$ cat config.mk
export PLATFORM = sky130hd
export DESIGN_NAME = hms_time_keeper
export DESIGN_NICKNAME = d
export VERILOG_FILES = /design/src/rtl/clock_time_pkg.sv /design/src/rtl/bcd2_mod_counter.sv /design/src/rtl/hms_time_keeper.sv
export SDC_FILE = /design/constraint.sdc
export NUM_CORES = 1
export LEC_CHECK = 0
export ABC_AREA = 1
export CORE_ASPECT_RATIO = 0.9
export CORE_UTILIZATION = 50
export CTS_CLUSTER_SIZE = 14
export DETAILED_ROUTE_END_ITERATION = 8
export DONT_BUFFER_PORTS = 1
export GPL_TIMING_DRIVEN = 0
export PLACE_DENSITY_LB_ADDON = 0.25
export SYNTH_ARGS = -nofsm -noshare
export SYNTH_HDL_FRONTEND = slang
export SYNTH_SLANG_ARGS = --single-unit
$ cat constraint.sdc
create_clock -name clk_25m -period 3.6 [get_ports clk_25m]
set_clock_uncertainty 0.15 [all_clocks]
set_input_delay 0.36 -clock clk_25m [delete_from_list [all_inputs] [get_ports clk_25m]]
set_output_delay 0.36 -clock clk_25m [all_outputs]
set_load 0.01 [all_outputs]
$ cat src/rtl/clock_time_pkg.sv
// Shared types, field limits and the two-digit BCD increment used by the
// hms_time_keeper time-of-day engine.
package clock_time_pkg;

    typedef enum logic [1:0] {
        RUN      = 2'd0,
        ADJ_HOUR = 2'd1,
        ADJ_MIN  = 2'd2
    } state_t;

    localparam int SEC_MAX  = 59;
    localparam int MIN_MAX  = 59;
    localparam int HOUR_MAX = 23;

    // Returns {wrapped_value[7:0], carry}. Any illegal input collapses to 00
    // without carry so a corrupted field self-heals on its next increment.
    function automatic logic [8:0] bcd2_inc(input logic [7:0] value, input logic [7:0] max);
        logic [3:0] max_t;
        logic [3:0] max_u;
        logic [3:0] t;
        logic [3:0] u;
        logic [8:0] r;
        max_t = 4'(max / 8'd10);
        max_u = 4'(max % 8'd10);
        t = value[7:4];
        u = value[3:0];
        if ((u > 4'd9) || (t > max_t) || ((t == max_t) && (u > max_u))) begin
            r = {8'h00, 1'b0};
        end else if ((t == max_t) && (u == max_u)) begin
            r = {8'h00, 1'b1};
        end else if (u == 4'd9) begin
            r = {t + 4'd1, 4'd0, 1'b0};
        end else begin
            r = {t, u + 4'd1, 1'b0};
        end
        return r;
    endfunction

endpackage

$ cat src/rtl/bcd2_mod_counter.sv
// Two-digit BCD modulo-(MAX+1) counter with synchronous clear; carry is
// combinational and asserted only while inc is high at MAX.
module bcd2_mod_counter
    import clock_time_pkg::*;
#(
    parameter int MAX = 59
) (
    input  logic       clk,
    input  logic       rst_n,
    input  logic       clr,
    input  logic       inc,
    output logic [3:0] tens,
    output logic [3:0] units,
    output logic       carry
);

    logic [7:0] val_r;
    logic [8:0] nxt_s;

    // Next value and wrap flag for the current count.
    always_comb begin
        nxt_s = bcd2_inc(val_r, 8'(MAX));
    end

    assign carry = inc & nxt_s[0];
    assign tens  = val_r[7:4];
    assign units = val_r[3:0];

    // Count register: clear has priority over increment.
    always_ff @(posedge clk or negedge rst_n) begin
        if (!rst_n) begin
            val_r <= 8'h00;
        end else if (clr) begin
            val_r <= 8'h00;
        end else if (inc) begin
            val_r <= nxt_s[8:1];
        end else begin
            val_r <= val_r;
        end
    end

endmodule

$ cat src/rtl/hms_time_keeper.sv
// HH:MM:SS BCD time keeper with RUN/ADJ_HOUR/ADJ_MIN adjust FSM and blink.
// Optional build macro ADJ_TIMEOUT_EN: leave adjust mode after ADJ_TIMEOUT_S idle seconds.
module hms_time_keeper
    import clock_time_pkg::*;
#(
    parameter int CLK_FREQ      = 25000000,
    parameter int BLINK_CYCLES  = 12500000,
    parameter int ADJ_TIMEOUT_S = 10
) (
    input  logic        clk_25m,
    input  logic        rst_n_25m,
    input  logic        flag_adjust,
    input  logic        flag_add,
    output logic [23:0] digital_num,
    output logic        h_adjust_en,
    output logic        l_adjust_en,
    output logic        tick_1hz
);

    localparam int PW = (CLK_FREQ > 2) ? $clog2(CLK_FREQ) : 1;
    localparam int BW = (BLINK_CYCLES > 2) ? $clog2(BLINK_CYCLES) : 1;

    state_t          state_r;
    state_t          state_s;
    logic [PW-1:0]   presc_r;
    logic [PW-1:0]   presc_s;
    logic [BW-1:0]   blink_cnt_r;
    logic [BW-1:0]   blink_cnt_s;
    logic            phase_r;
    logic            phase_s;
    logic            tick_r;
    logic            h_en_r;
    logic            l_en_r;
    logic            tick_s;
    logic            add_acc_s;
    logic            exit_s;
    logic            timeout_s;
    logic            sec_inc_s;
    logic            min_inc_s;
    logic            hour_inc_s;
    logic            sec_carry_s;
    logic            min_carry_s;
    logic            hour_carry_unused_s;
    logic [3:0]      sec_t_s, sec_u_s, min_t_s, min_u_s, hour_t_s, hour_u_s;

    assign tick_s     = (state_r == RUN) && (presc_r == PW'(CLK_FREQ - 1));
    assign add_acc_s  = flag_add && !flag_adjust && (state_r != RUN);
    assign exit_s     = (state_r != RUN) && (state_s == RUN);
    assign sec_inc_s  = tick_s;
    assign min_inc_s  = ((state_r == RUN) && sec_carry_s) || ((state_r == ADJ_MIN) && add_acc_s);
    assign hour_inc_s = ((state_r == RUN) && min_carry_s) || ((state_r == ADJ_HOUR) && add_acc_s);

    // Next-state logic; flag_adjust outranks the idle timeout.
    always_comb begin
        state_s = state_r;
        case (state_r)
            RUN: begin
                if (flag_adjust) state_s = ADJ_HOUR;
                else             state_s = RUN;
            end
            ADJ_HOUR: begin
                if (flag_adjust)    state_s = ADJ_MIN;
                else if (timeout_s) state_s = RUN;
                else                state_s = ADJ_HOUR;
            end
            ADJ_MIN: begin
                if (flag_adjust)    state_s = RUN;
                else if (timeout_s) state_s = RUN;
                else                state_s = ADJ_MIN;
            end
            default: state_s = RUN;
        endcase
    end

    // Prescaler counts only while staying in RUN, so an exit restarts a full second.
    always_comb begin
        if ((state_r != RUN) || (state_s != RUN)) begin
            presc_s = '0;
        end else if (tick_s) begin
            presc_s = '0;
        end else begin
            presc_s = presc_r + PW'(1);
        end
    end

    // Blink restarts visible on entry and on every accepted press.
    always_comb begin
        if (state_s == RUN) begin
            blink_cnt_s = '0;
            phase_s     = 1'b0;
        end else if ((state_s != state_r) || add_acc_s) begin
            blink_cnt_s = '0;
            phase_s     = 1'b0;
        end else if (blink_cnt_r == BW'(BLINK_CYCLES - 1)) begin
            blink_cnt_s = '0;
            phase_s     = !phase_r;
        end else begin
            blink_cnt_s = blink_cnt_r + BW'(1);
            phase_s     = phase_r;
        end
    end

    // State, prescaler, blink and registered output flags.
    always_ff @(posedge clk_25m or negedge rst_n_25m) begin
        if (!rst_n_25m) begin
            state_r     <= RUN;
            presc_r     <= '0;
            blink_cnt_r <= '0;
            phase_r     <= 1'b0;
            tick_r      <= 1'b0;
            h_en_r      <= 1'b0;
            l_en_r      <= 1'b0;
        end else begin
            state_r     <= state_s;
            presc_r     <= presc_s;
            blink_cnt_r <= blink_cnt_s;
            phase_r     <= phase_s;
            tick_r      <= tick_s;
            h_en_r      <= (state_s == ADJ_HOUR) && phase_s;
            l_en_r      <= (state_s == ADJ_MIN) && phase_s;
        end
    end

`ifdef ADJ_TIMEOUT_EN
    localparam int TW = $clog2(ADJ_TIMEOUT_S + 1);

    logic [PW-1:0] idle_div_r;
    logic [TW-1:0] idle_sec_r;

    assign timeout_s = (state_r != RUN) && !flag_adjust && !flag_add &&
                       (idle_div_r == PW'(CLK_FREQ - 1)) &&
                       (idle_sec_r == TW'(ADJ_TIMEOUT_S - 1));

    // Idle seconds in adjust mode, on a divider independent of the frozen prescaler.
    always_ff @(posedge clk_25m or negedge rst_n_25m) begin
        if (!rst_n_25m) begin
            idle_div_r <= '0;
            idle_sec_r <= '0;
        end else if ((state_r == RUN) || flag_adjust || flag_add) begin
            idle_div_r <= '0;
            idle_sec_r <= '0;
        end else if (idle_div_r == PW'(CLK_FREQ - 1)) begin
            idle_div_r <= '0;
            idle_sec_r <= idle_sec_r + TW'(1);
        end else begin
            idle_div_r <= idle_div_r + PW'(1);
            idle_sec_r <= idle_sec_r;
        end
    end
`else
    logic timeout_cfg_unused_s;

    assign timeout_cfg_unused_s = (ADJ_TIMEOUT_S > 0);
    assign timeout_s            = 1'b0;
`endif

    bcd2_mod_counter #(.MAX(SEC_MAX)) u_sec (
        .clk   (clk_25m),
        .rst_n (rst_n_25m),
        .clr   (exit_s),
        .inc   (sec_inc_s),
        .tens  (sec_t_s),
        .units (sec_u_s),
        .carry (sec_carry_s)
    );

    bcd2_mod_counter #(.MAX(MIN_MAX)) u_min (
        .clk   (clk_25m),
        .rst_n (rst_n_25m),
        .clr   (1'b0),
        .inc   (min_inc_s),
        .tens  (min_t_s),
        .units (min_u_s),
        .carry (min_carry_s)
    );

    bcd2_mod_counter #(.MAX(HOUR_MAX)) u_hour (
        .clk   (clk_25m),
        .rst_n (rst_n_25m),
        .clr   (1'b0),
        .inc   (hour_inc_s),
        .tens  (hour_t_s),
        .units (hour_u_s),
        .carry (hour_carry_unused_s)
    );

    assign digital_num = {hour_t_s, hour_u_s, min_t_s, min_u_s, sec_t_s, sec_u_s};
    assign h_adjust_en = h_en_r;
    assign l_adjust_en = l_en_r;
    assign tick_1hz    = tick_r;

endmodule

Yosys cells after proc, flatten, opt, wreduce, memory -nomap -nowiden. Index checks and enable logic that the tools add are counted. Widths: inputs -> output; s select.

Multiplexer cells: 23. Bitwise gates (word level): 2. Eq/ne operators: 14. Reduce and logical (&&, ||, !) cells: 39. Add/sub/neg operators: 8. Magnitude comparators: 7.

Operator list (number): $mux 9 (9); $mux 24 (3); $mux 25 (2); $add 25x1->25 const B (1); $eq 25x25->1 const B (1); $add 24x1->24 const B (1); $add 4x1->4 const B (6); $eq 24x24->1 const B (1); $logic_and 1x1->1 (16); $mux 8 (2); $eq 4x4->1 const B (3); $gt 4x4->1 const B (3); $logic_or 1x1->1 (10); $eq 4x2->1 const B (2); $eq 4x3->1 const B (2); $gt 4x2->1 const B (2); $gt 4x3->1 const B (2); $pmux 2 s3 (1); $reduce_and 2->1 (3); $reduce_bool 2->1 (3); $reduce_bool 3->1 (2); $eq 2x1->1 const B (2); $eq 2x2->1 const B (2); $logic_not 2->1 (2); other kinds (6) (12).

Output and inout port bits: 27. Flip-flop bits (word level): 79. Word-level logic and storage cells: 106. Input bits: 4.

Logic depth before layout (Yosys ltp). Gate-level depths: netlist of the first run.

Depth in word-level cells: 11. Depth in mapped cells: 12. Depth with buffers taken out: 12.

Hierarchy. From an unflattened synthesis of the first run, not the netlist that was laid out.

Cell total of the unflattened synthesis: 688. Area total of the unflattened synthesis: 4912.2 µm².

Modules (own cells, without submodules): hms_time_keeper (sequential area each 1376.3 µm², cells each 449, times used 1, area an instance 3210.6 µm²); bcd2_mod_counter (u_min ...) (sequential area each 200.2 µm², cells each 76, times used 2, area an instance 560.5 µm²); bcd2_mod_counter (u_hour) (sequential area each 200.2 µm², cells each 87, times used 1, area an instance 580.6 µm²).

Worst setup path after synthesis of the first run. Ideal clock, no wire load.

Path kind: register to register. Start point: reg presc_r[0]. End point: reg presc_r[20]. Clock period less this slack: 1.691 ns. Buffers on the path: 0. Library setup time: 0.121 ns. Data required time: 3.329 ns. Path slack: 1.909 ns. Data arrival time: 1.419 ns. Cell stages (with the launch flop): 9. Cells stage by stage: dfrtp_1 -> ha_1 -> nand3_1 -> nor2_1 -> nand4_1 -> nor2_1 -> nand3_1 -> o21ai_1 -> a21oi_1.

Longest elaborated chain between the ends: 4. Elaborated cells on any way between the ends: 5. Classes of those cells: add/sub: 1; eq/ne: 1; mux: 2; reduce/logical: 1.

Ends and longest elaborated chain: from (decl) (line hms_time_keeper.sv:25) `logic [PW-1:0] presc_r;`; from (signal assigned) (line hms_time_keeper.sv:115) `presc_r <= presc_s;`; parallel branches: the longest is 2 deep, another holds $add 25x1->25; $mux 25 (*) (line hms_time_keeper.sv:79) `end else if (tick_s) begin`; $mux 25 (*) (line hms_time_keeper.sv:77) `if ((state_r != RUN) || (state_s != RUN)) begin`; named net presc_s[20] (line hms_time_keeper.sv:26) `logic [PW-1:0] presc_s;`.

Mark *: on every way through the listed nets, which the timed path passes. A chain may end at the register's enable or synchronous reset.

Final worst setup path of the first run.
Start point: reg presc_r[0]. End point: reg presc_r[22].

The elaborated chain is that of the path after synthesis.

==> reports/qor.yml, run 1 <==
run_status: "completed"
use_met2_pct: 34.0
totalWireLength_um: 9490
synth-main-ff-cell: "sky130_fd_sc_hd__dfrtp_1"
die-width_um: 102
post_synth_most_frequent_cells: "sky130_fd_sc_hd__nand2_1, sky130_fd_sc_hd__nor2_1, sky130_fd_sc_hd__inv_1"
synth-edff-count: 0
drv_cap: 0
worst_slew_pin_slew_ns: 0.456
synth_seq_area_share_pct: 43.5
timing.hold.worst.start: "flag_adjust"
global_route_usage_sum_pct: 21.9
num_vias: 3920
multiInputGateArea_um2: 2180
ys_async_sr_fraction_pct: 100
final.min_clock_period_ns: 2.21
slew-limit-headroom_pct: 69.3
first_global_vias: 3706
cts_tree: "built"
pwr-share-seq_pct: 48.1
num_antenna_cells: 0
p_sw_share_pct: 38.0
route.detailed.wl_per_inst_um: 12.8
sequential_cell_area_um2: 1980
final_hold_viol_count: 0
cts.clk_slew.worst_paths_ns: 0.09
final_net_count: 631
synth_cell_types: 39
worst-setup-path-type: "reg -> reg"
power.total_mw: 2.26
hold_end: "blink_cnt_r[22]$_DFF_PN0_"
design.die.area_um2: 9470
reg2reg_to: "presc_r[22]$_DFF_PN0_"
cts_root_buffer: "sky130_fd_sc_hd__clkbuf_8"
static-leakage-power_nw: 2.21
finalNonFillerCells: 741
buffer_ports.inserted: 0
number_of_buffers_added_by_the_clock_tree_synthesis_step: 9
clkSinkCount: 79
worst_skew_pair.late_latency_ns: 0.36
dp_slack_ns: 1.47
maxSlewViolCount: 0
routability_driven_placement_congestion_ratio: 0.920
number_of_cells_on_the_worst_reg_to_reg_path: 8
timing.critical_path.fanout_max: 5
placed_cell_area_um2: 4690
design_area_um2: 4910
layout_worst_path_cycle_share_pct: 61.3
fin_tns_setup_ns: 0
detailedPlacementHpwl_um: 7030
grt.overflow.total: 0
worstPathArrival_ns: 2.30
grtUsageMet1_pct: 29.9
p_clk_share_pct: 27.1
pin_count_of_the_biggest_net_entering_global_routing: 80
filler_cell_count: 786
dieHeight_um: 92.4
cts_buffer_depth: 2
netlist_instances: 604
maxClockFrequency_ghz: 0.453
hold_depth: 3
finalHoldWorstSlack_ns: 0.0962
core_um2: 8690
mappedNetlistArea_um2: 4540
post-route-util_pct: 56.5
final-setup-viol-count: 0
synth_area_per_cell_um2: 7.52
power.density_nw_per_um2: 460
worstSetupEndpointType: "flip-flop"
worst-r2r-setup-slack_ns: 1.39
yosys_warnings: 0
initialDrtViolationCount: 276
reported_net_switching_power_uw: 859
globalRouteMet3Util_pct: 5.96
ir_drop_uv: 244
hp-class: "in -> reg"
via_per_inst: 5.29
layout_setup_ws_ns: 1.39
drive_above_1_share_pct: 9.49
area_delta_synth_final_pct: 8.10
dpl.cell_count: 723
antenna_found_initial: 0
total_of_hold_buffers_inserted_after_clock_tree_synthesis: 2
core.rowCount: 32
crit_start: "presc_r[0]$_DFF_PN0_"
synthMostInstantiatedCell: "sky130_fd_sc_hd__nand2_1"
post_synthesis_net_count: 618
netlist_top_cells_area: "sky130_fd_sc_hd__dfrtp_1, sky130_fd_sc_hd__nand2_1, sky130_fd_sc_hd__nor2_1"
cell_internal_pwr_mw: 1.40
cts_max_level: 3
initial_core_utilization_pct: 52.3
detail_route.drc_violations: 0
synth_top_area_share_pct: 43.5
floorplan.io_pins: 31
ctsResizeCount: 0
worst-endpoint-required_ns: 3.69
dr.pass1.iters: 5
rsz_0062_raised_after_global_routing: "false"
power_frac_comb_pct: 24.8
cp-start-kind: "flip-flop"
grt_pass1_wl_um: 16200
synth_seq_cells: 79
final_antenna_net_count: 0
post-cts-setup-buffer-count: 0
grt_most_used_layer: "met2"
reg_to_reg_startpoint: "presc_r[0]$_DFF_PN0_"
synth_largest_area_cell: "sky130_fd_sc_hd__dfrtp_1"
-- cells by family (layout without fill, tap and decap cells) --
| family | after synthesis | in the layout | share of synthesized area [%] |
|---|---|---|---|
| AND/OR/NAND/NOR | 328 | 328 | 33.3 |
| buffers and inverters | 98 | 116 | 8.43 |
| flip-flops | 79 | 79 | 43.5 |
| AO/OA/AOI/OAI | 76 | 76 | 9.47 |
| XOR/XNOR | 12 | 12 | 2.31 |
| adder cells (fa/ha/maj) | 10 | 10 | 2.75 |
| multiplexers | 1 | 1 | 0.220 |
-- worst max-delay path: stages (launching register included) --
cell and delay [ns]:
sky130_fd_sc_hd__dfrtp_1 0.43, sky130_fd_sc_hd__ha_1 0.21, sky130_fd_sc_hd__nand2_1 0.07, sky130_fd_sc_hd__nor2_1 0.18, sky130_fd_sc_hd__nand2_1 0.13, sky130_fd_sc_hd__nor3_1 0.38
sky130_fd_sc_hd__nand4_1 0.26, sky130_fd_sc_hd__nor3_1 0.20, sky130_fd_sc_hd__nor3_1 0.07
-- layer usage --
metal | up-vias | part of all wire, %
li1 | 1983 | -
met1 | 1818 | 48
met2 | 109 | 44
met3 | 10 | 6.5
met4 | 0 | 0.97
met5 | - | 0
-- power groups by stage --
stage	logic, mW	clock network (mW)	registers [mW]
after floorplan	0.441	0	1.08
after global placement	0.520	0	1.10
after detailed placement	0.539	0	1.10
after CTS	0.564	0.633	1.09
after global routing	0.649	0.672	1.10
final	0.560	0.611	1.09
-- sequential cells by signal (all words and copies together) (netlist names) --
signal        flops
blink_cnt_r      24
presc_r          25
u_min.val_r       8
h_adjust_en       1
u_sec.val_r       8
u_hour.val_r      8
phase_r           1
tick_1hz          1
state_r           2
l_adjust_en       1
-- area by class of cell --
cell class | instances | area share, %
tap | 119 | 3.03
multi-input combinational | 427 | 44.5
inverter | 95 | 7.26
clock buffer | 9 | 2.52
timing repair buffer | 2 | 0.764
clock inverter | 7 | 1.17
buffer | 3 | 0.535
sequential | 79 | 40.3
-- layout by cell type (no fill, tap or decap), drive strengths merged --
cell type / synthesis / layout
nand3b: 1 / 1
dfrtp: 79 / 79
o211a: 1 / 1
inv: 94 / 96
and2: 1 / 1
ha: 10 / 10
nand2: 129 / 129
clkinv: 1 / 3
o21ai: 33 / 33
o31ai: 1 / 1
buf: 3 / 4
dlygate4sd3: 0 / 1
a21o: 1 / 1
clkbuf: 0 / 9
a31oi: 3 / 3
o211ai: 1 / 1
nand3: 50 / 50
mux2i: 1 / 1
a21oi: 26 / 26
clkinvlp: 0 / 3
xor2: 11 / 11
nor3b: 4 / 4
a41oi: 1 / 1
nand4: 15 / 15
nor2: 95 / 95
a211oi: 3 / 3
nor3: 33 / 33
o21a: 4 / 4
xnor2: 1 / 1
a21boi: 2 / 2
-- how the worst max path moves through the flow --
stage	to	depth (start not counted)
2_1_floorplan	presc_r[20]$_DFF_PN0_	8
3_3_place_gp	presc_r[22]$_DFF_PN0_	8
3_5_place_dp	presc_r[22]$_DFF_PN0_	8
4_1_cts	presc_r[22]$_DFF_PN0_	8
5_1_grt	presc_r[18]$_DFF_PN0_	8
6_report	presc_r[22]$_DFF_PN0_	8
Power figures use the tool's default switching activity.
==> run 2: changes to the inputs <==
- clock period: 3.6 -> 1.9 ns (I/O delays scaled with it)
==> run 2 against run 1 <==
The run now ends with negative hold slack left. Sequential power rose by 90%. Combinational power increased by 130%. Die area stayed put. Global-route usage increased by 0.21 points. Wire length increased by 4.9%. Register-to-register slack lost 1.3 ns. Clock power is 90% higher. First-iteration DRC count grew 9.1%. Sequential share of layout area decreased by 2.2 points. Flip-flop and latch count is the same. Core utilization is 3.5 points higher. Non-clock buffer count rose by 17. Critical path type unchanged. Critical endpoint is now u_hour.val_r[7]$_DFFE_PN0P_.
==> reports/qor.yml, run 2 (synthesized netlist as in run 1, its figures left out) <==
final_net_count: 648
number_of_cells_on_the_worst_reg_to_reg_path: 11
run_status: "complete, but fails checks"
top_signal_layer_used: "met4"
layout_worst_path_cycle_share_pct: 96.0
clkSinkCount: 79
static-leakage-power_nw: 2.30
global_route_usage_sum_pct: 22.1
commonest_non_fill_non_tap_cell_in_the_layout: "sky130_fd_sc_hd__nand2_1"
core_um2: 8690
rsz_0062_raised_after_global_routing: "true"
totalWireLength_um: 9950
die-width_um: 102
drive_above_1_share_pct: 17.8
finalHoldWorstSlack_ns: -0.634
antenna_found_initial: 0
routability_driven_placement_congestion_ratio: 0.920
multiInputGateArea_um2: 2350
grt.overflow.total: 0
layout.cells.most_common_list: "sky130_fd_sc_hd__nand2_1, sky130_fd_sc_hd__inv_1, sky130_fd_sc_hd__nor2_1"
timing.critical_path.fanout_max: 8
filler_cell_count: 737
registers.top_by_ff_count: "presc_r"
cts_tree: "built"
p_sw_share_pct: 37.8
drv_cap: 0
worst-endpoint-required_ns: 1.99
maxSlewViolCount: 0
reg_to_reg_startpoint: "presc_r[1]$_DFF_PN0_"
worst_path_most_repeated_cell: "sky130_fd_sc_hd__nand2_4"
critPathTopFamily: "simple AND/OR/NAND/NOR gates"
number_of_buffers_added_by_the_clock_tree_synthesis_step: 9
dr.pass1.iters: 5
reported_net_switching_power_mw: 1.71
cts_buffer_depth: 2
final_hold_viol_count: 79
cts.clk_slew.worst_paths_ns: 0.09
layout_setup_ws_ns: 0.0764
critical_path.n_buffers_inverters: 1
sequential_cell_area_um2: 1990
detail_route.drc_violations: 0
power_frac_comb_pct: 28.6
slowest_delay_ns: 0.40
dp_slack_ns: -0.227
routedLengthMet1_um: 4800
route.detailed.wl_per_inst_um: 13.1
final-setup-viol-count: 0
slew-limit-headroom_pct: 76.1
worst-setup-path-type: "reg -> reg"
num_vias: 4047
critical_path.cell_chain: "ha_4 > nand2_2 > nor2_4 > nand2_1 > nor2_2 > nand3_2 > nand2_4 > nand2_4 > nand2_4 > buf_6 > a21boi_0"
critical_path.slowest_cell: "sky130_fd_sc_hd__dfrtp_1"
route.met2.wl_um: 4540
failing_checks: "negative hold slack"
detailedPlacementHpwl_um: 7030
area_delta_synth_final_pct: 14.8
worst-r2r-setup-slack_ns: 0.08
hp-class: "in -> async"
p_clk_share_pct: 25.6
num_antenna_cells: 0
ir_drop_uv: 471
pwr-share-seq_pct: 45.7
worstPathArrival_ns: 1.92
cell_internal_pwr_mw: 2.81
maxClockFrequency_ghz: 0.548
worst_slew_pin_slew_ns: 0.357
cp-start-kind: "flip-flop"
worst_skew_pair.late_latency_ns: 0.36
core.rowCount: 32
initialDrtViolationCount: 301
power.density_nw_per_um2: 865
buffer_ports.inserted: 0
worstSetupEndpointType: "flip-flop"
grt_pass1_wl_um: 16400
cts_root_buffer: "sky130_fd_sc_hd__clkbuf_8"
reg2reg_to: "u_hour.val_r[7]$_DFFE_PN0P_"
pin_count_of_the_biggest_net_entering_global_routing: 80
number_of_flip_flops_under_the_largest_register_name: 25
first_global_vias: 3738
cts_max_level: 3
via_per_inst: 5.34
initial_core_utilization_pct: 52.3
total_of_hold_buffers_inserted_after_clock_tree_synthesis: 3
floorplan.io_pins: 31
final_antenna_net_count: 0
dieHeight_um: 92.4
final.min_clock_period_ns: 1.82
top_regs: "presc_r x25, blink_cnt_r x24"
dr_wl_met3_um: 513
design.die.area_um2: 9470
run 2: changes by cell type in the layout (fill, tap and decap cells not counted), sizes merged:
cell         delta
dlygate4sd3     +2
buf            +15
run 2: how the worst max path moves through the flow:
stage | startpoint | end | slack [ns] | cells past startpoint
2_1_floorplan | presc_r[0]$_DFF_PN0_ | presc_r[20]$_DFF_PN0_ | 0.21 | 8
3_3_place_gp | presc_r[0]$_DFF_PN0_ | presc_r[22]$_DFF_PN0_ | -0.19 | 8
3_5_place_dp | presc_r[0]$_DFF_PN0_ | presc_r[22]$_DFF_PN0_ | -0.23 | 8
4_1_cts | blink_cnt_r[0]$_DFF_PN0_ | blink_cnt_r[10]$_DFF_PN0_ | 0.007 | 7
5_1_grt | blink_cnt_r[1]$_DFF_PN0_ | blink_cnt_r[12]$_DFF_PN0_ | -0.02 | 8
6_report | presc_r[1]$_DFF_PN0_ | u_hour.val_r[7]$_DFFE_PN0P_ | 0.08 | 11
run 2: cell type report:
cell class	count	share of cell area, %
sequential	79	38.1
inverter	95	6.88
buffer	3	0.576
tap	119	2.85
clock buffer	9	2.37
multi-input combinational	427	45.1
timing repair buffer	19	3.02
clock inverter	7	1.10
run 2: what timing repair did:
action / in CTS / in global routing
buffers inserted: 4 / 11
setup endpoints to repair: 19 / 58
cloned: 0 / 1
gates resized for setup: 9 / 52
endpoints found under the hold margin: 84 / 79
pin swaps: 3 / 19
run 2: worst reg2reg max path, cell delays in order (launching register included):
cell,delay (ns)
sky130_fd_sc_hd__dfrtp_1,0.40
sky130_fd_sc_hd__ha_4,0.17
sky130_fd_sc_hd__nand2_2,0.07
sky130_fd_sc_hd__nor2_4,0.14
sky130_fd_sc_hd__nand2_1,0.08
sky130_fd_sc_hd__nor2_2,0.11
sky130_fd_sc_hd__nand3_2,0.09
sky130_fd_sc_hd__nand2_4,0.14
sky130_fd_sc_hd__nand2_4,0.08
sky130_fd_sc_hd__nand2_4,0.08
sky130_fd_sc_hd__buf_6,0.12
sky130_fd_sc_hd__a21boi_0,0.08
run 2: per-stage QoR:
step | util [%] | setup TNS [ns] | cells | total power [mW] | area, um2
after floorplan | - | 0 | 604 | 2.88 | 4540
final | 60.1 | 0 | 758 | 4.52 | 5220
after global placement | 54.0 | -0.747 | 723 | 3.07 | 4690
after CTS | 57.1 | 0 | 746 | 4.32 | 4960
after detailed placement | 54.0 | -1.47 | 723 | 3.11 | 4690
after global routing | 60.1 | -0.103 | 758 | 4.83 | 5220
run 2: routing by layer:
layer	vias to the layer above	global-route usage, %
met1	1917	30.4
met3	11	5.66
met4	0	6.55
met5	-	0
li1	2015	-
met2	104	34.2
run 2: power groups by stage:
stage | sequential (mW) | clock (mW) | combinational [mW]
finish | 2.07 | 1.16 | 1.29
global route | 2.09 | 1.27 | 1.46
CTS | 2.05 | 1.20 | 1.06
detailed placement | 2.09 | 0 | 1.02
global placement | 2.08 | 0 | 0.986
floorplan | 2.05 | 0 | 0.835
==> run 3: changes to the inputs <==
- PLACE_DENSITY_LB_ADDON: 0.25 -> 0.08
==> run 3 against run 2 <==
The run still ends with negative hold slack left. Cell count is 0.79% higher. Final area is 1.5% higher. Worst setup slack better by 0.017 ns. Core utilization is 0.88 points higher. Maximum frequency is 0.96% higher. Highest routed layer unchanged. Flip-flop and latch count stayed put. Largest cell class unchanged. Register-to-register slack better by 0.02 ns. First-iteration DRC count is 26% lower. Clock power is 9% higher. Combinational power is 3% higher. Sequential share of layout area is 0.57 points lower.
==> reports/qor.yml, run 3 (synthesized netlist as in run 1, its figures left out) <==
num_antenna_cells: 0
cts_root_buffer: "sky130_fd_sc_hd__clkbuf_8"
initialDrtViolationCount: 223
core_um2: 8690
detail_route.drc_violations: 0
cts_tree: "built"
power.density_nw_per_um2: 877
die-width_um: 102
cts_max_level: 3
top_signal_layer_used: "met4"
final_net_count: 655
maxSlewViolCount: 0
pwr-share-seq_pct: 44.2
final_antenna_net_count: 0
totalWireLength_um: 10000
initial_core_utilization_pct: 52.3
worst-setup-path-type: "reg -> reg"
reg_to_reg_startpoint: "presc_r[1]$_DFF_PN0_"
worst_slew_pin_slew_ns: 0.346
cell_internal_pwr_mw: 2.97
ir_drop_uv: 414
num_vias: 4040
dieHeight_um: 92.4
number_of_flip_flops_under_the_largest_register_name: 25
final.min_clock_period_ns: 1.81
number_of_cells_on_the_worst_reg_to_reg_path: 12
design_area_um2: 5290
floorplan.io_pins: 31
post-route-util_pct: 60.9
layout_worst_path_cycle_share_pct: 95.1
design.die.area_um2: 9470
grt_pass1_wl_um: 16400
timing.critical_path.fanout_max: 5
cts_buffer_depth: 2
dr.pass1.iters: 5
worst-r2r-setup-slack_ns: 0.09
route.met2.wl_um: 4540
filler_cell_count: 788
worst-endpoint-required_ns: 2.05
reported_net_switching_power_mw: 1.67
drv_cap: 0
worstSetupEndpointType: "flip-flop"
run_status: "complete, but fails checks"
cp-start-kind: "flip-flop"
hp-class: "in -> async"
routability_driven_placement_congestion_ratio: 0.936
finalHoldWorstSlack_ns: -0.626
p_sw_share_pct: 35.9
grt.overflow.total: 0
layout.cells.most_common_list: "sky130_fd_sc_hd__nand2_1, sky130_fd_sc_hd__inv_1, sky130_fd_sc_hd__nor2_1"
area_delta_synth_final_pct: 16.5
routedLengthMet1_um: 4830
maxClockFrequency_ghz: 0.554
top_regs: "presc_r x25, blink_cnt_r x24"
p_clk_share_pct: 27.1
reg2reg_to: "u_hour.val_r[6]$_DFFE_PN0P_"
power_frac_comb_pct: 28.6
detailedPlacementHpwl_um: 7030
commonest_non_fill_non_tap_cell_in_the_layout: "sky130_fd_sc_hd__nand2_1"
cts.clk_slew.worst_paths_ns: 0.10
drive_above_1_share_pct: 19.8
worstPathArrival_ns: 1.95
total_of_hold_buffers_inserted_after_clock_tree_synthesis: 3
dpl.cell_count: 723
antenna_found_initial: 0
worst_skew_pair.late_latency_ns: 0.35
final-setup-viol-count: 0
static-leakage-power_nw: 2.35
failing_checks: "negative hold slack"
route.detailed.wl_per_inst_um: 13.1
dr_wl_met3_um: 603
slew-limit-headroom_pct: 76.8
core.rowCount: 32
finalNonFillerCells: 764
final_hold_viol_count: 79
clkSinkCount: 79
via_per_inst: 5.29
first_global_vias: 3730
global_route_usage_sum_pct: 22.0
placed_cell_area_um2: 4690
pin_count_of_the_biggest_net_entering_global_routing: 80
buffer_ports.inserted: 0
number_of_buffers_added_by_the_clock_tree_synthesis_step: 9
rsz_0062_raised_after_global_routing: "true"
registers.top_by_ff_count: "presc_r"
## run 3: per-stage QoR
step           power, mW  hold WS, ns  setup WS (ns)  TNS [ns]
6_report            4.64       -0.626         0.0937         0
5_1_grt             4.94       -0.656        -0.0552    -0.571
4_1_cts             4.41       -0.641        0.00292         0
3_5_place_dp        3.11       -0.254         -0.156    -0.891
3_3_place_gp        3.08       -0.254         -0.148    -0.731
2_1_floorplan       2.88       -0.256          0.209         0
## run 3: layout make-up
cell class | instances | area, um2 | share of cell area (%)
well taps | 119 | 149 | 2.81
multi-input cells | 427 | 2360 | 44.5
clock buffers | 10 | 138 | 2.60
repair buffers | 26 | 219 | 4.14
flip-flops and latches | 79 | 1980 | 37.5
plain buffers | 3 | 30.0 | 0.567
inverters | 95 | 362 | 6.83
clock inverters | 5 | 56.3 | 1.06
## run 3: worst max-delay path, cell delays in order (launching register included)
cell	delay (ns)
sky130_fd_sc_hd__dfrtp_1	0.36
sky130_fd_sc_hd__ha_2	0.21
sky130_fd_sc_hd__nand2_2	0.08
sky130_fd_sc_hd__nor2_4	0.13
sky130_fd_sc_hd__nand2_1	0.08
sky130_fd_sc_hd__nor2_2	0.10
sky130_fd_sc_hd__nand3_2	0.10
sky130_fd_sc_hd__nand2_4	0.13
sky130_fd_sc_hd__nand2_4	0.07
sky130_fd_sc_hd__nand2_4	0.08
sky130_fd_sc_hd__buf_4	0.14
sky130_fd_sc_hd__nand3_1	0.07
sky130_fd_sc_hd__nand2_1	0.07
## run 3: worst max-delay path by stage
stage,start,to,slack [ns]
final,presc_r[1]$_DFF_PN0_,u_hour.val_r[6]$_DFFE_PN0P_,0.09
after detailed placement,presc_r[0]$_DFF_PN0_,presc_r[22]$_DFF_PN0_,-0.16
after global routing,blink_cnt_r[0]$_DFF_PN0_,blink_cnt_r[12]$_DFF_PN0_,-0.06
after floorplan,presc_r[0]$_DFF_PN0_,presc_r[20]$_DFF_PN0_,0.21
after global placement,presc_r[0]$_DFF_PN0_,presc_r[22]$_DFF_PN0_,-0.15
after CTS,u_min.val_r[5]$_DFFE_PN0P_,u_min.val_r[3]$_DFFE_PN0P_,0.003
## run 3: power groups by stage
stage | Clock (mW) | Sequential, mW | Combinational (mW)
after global routing | 1.37 | 2.08 | 1.49
after detailed placement | 0 | 2.09 | 1.02
after floorplan | 0 | 2.05 | 0.835
after CTS | 1.30 | 2.05 | 1.06
after global placement | 0 | 2.08 | 1.00
final | 1.26 | 2.05 | 1.33
## run 3: routing by layer
layer | global-route usage [%] | up-vias
li1 | - | 2037
met1 | 31.1 | 1878
met2 | 34.6 | 121
met3 | 4.38 | 4
met4 | 5.48 | 0
met5 | 0 | -
## run 3: repair_timing
action | CTS | global route
gates cloned | 0 | 1
endpoints found under the setup margin | 17 | 57
gates resized for setup | 5 | 62
hold endpoints to repair | 83 | 79
buffers inserted | 4 | 18
pin swaps | 2 | 20
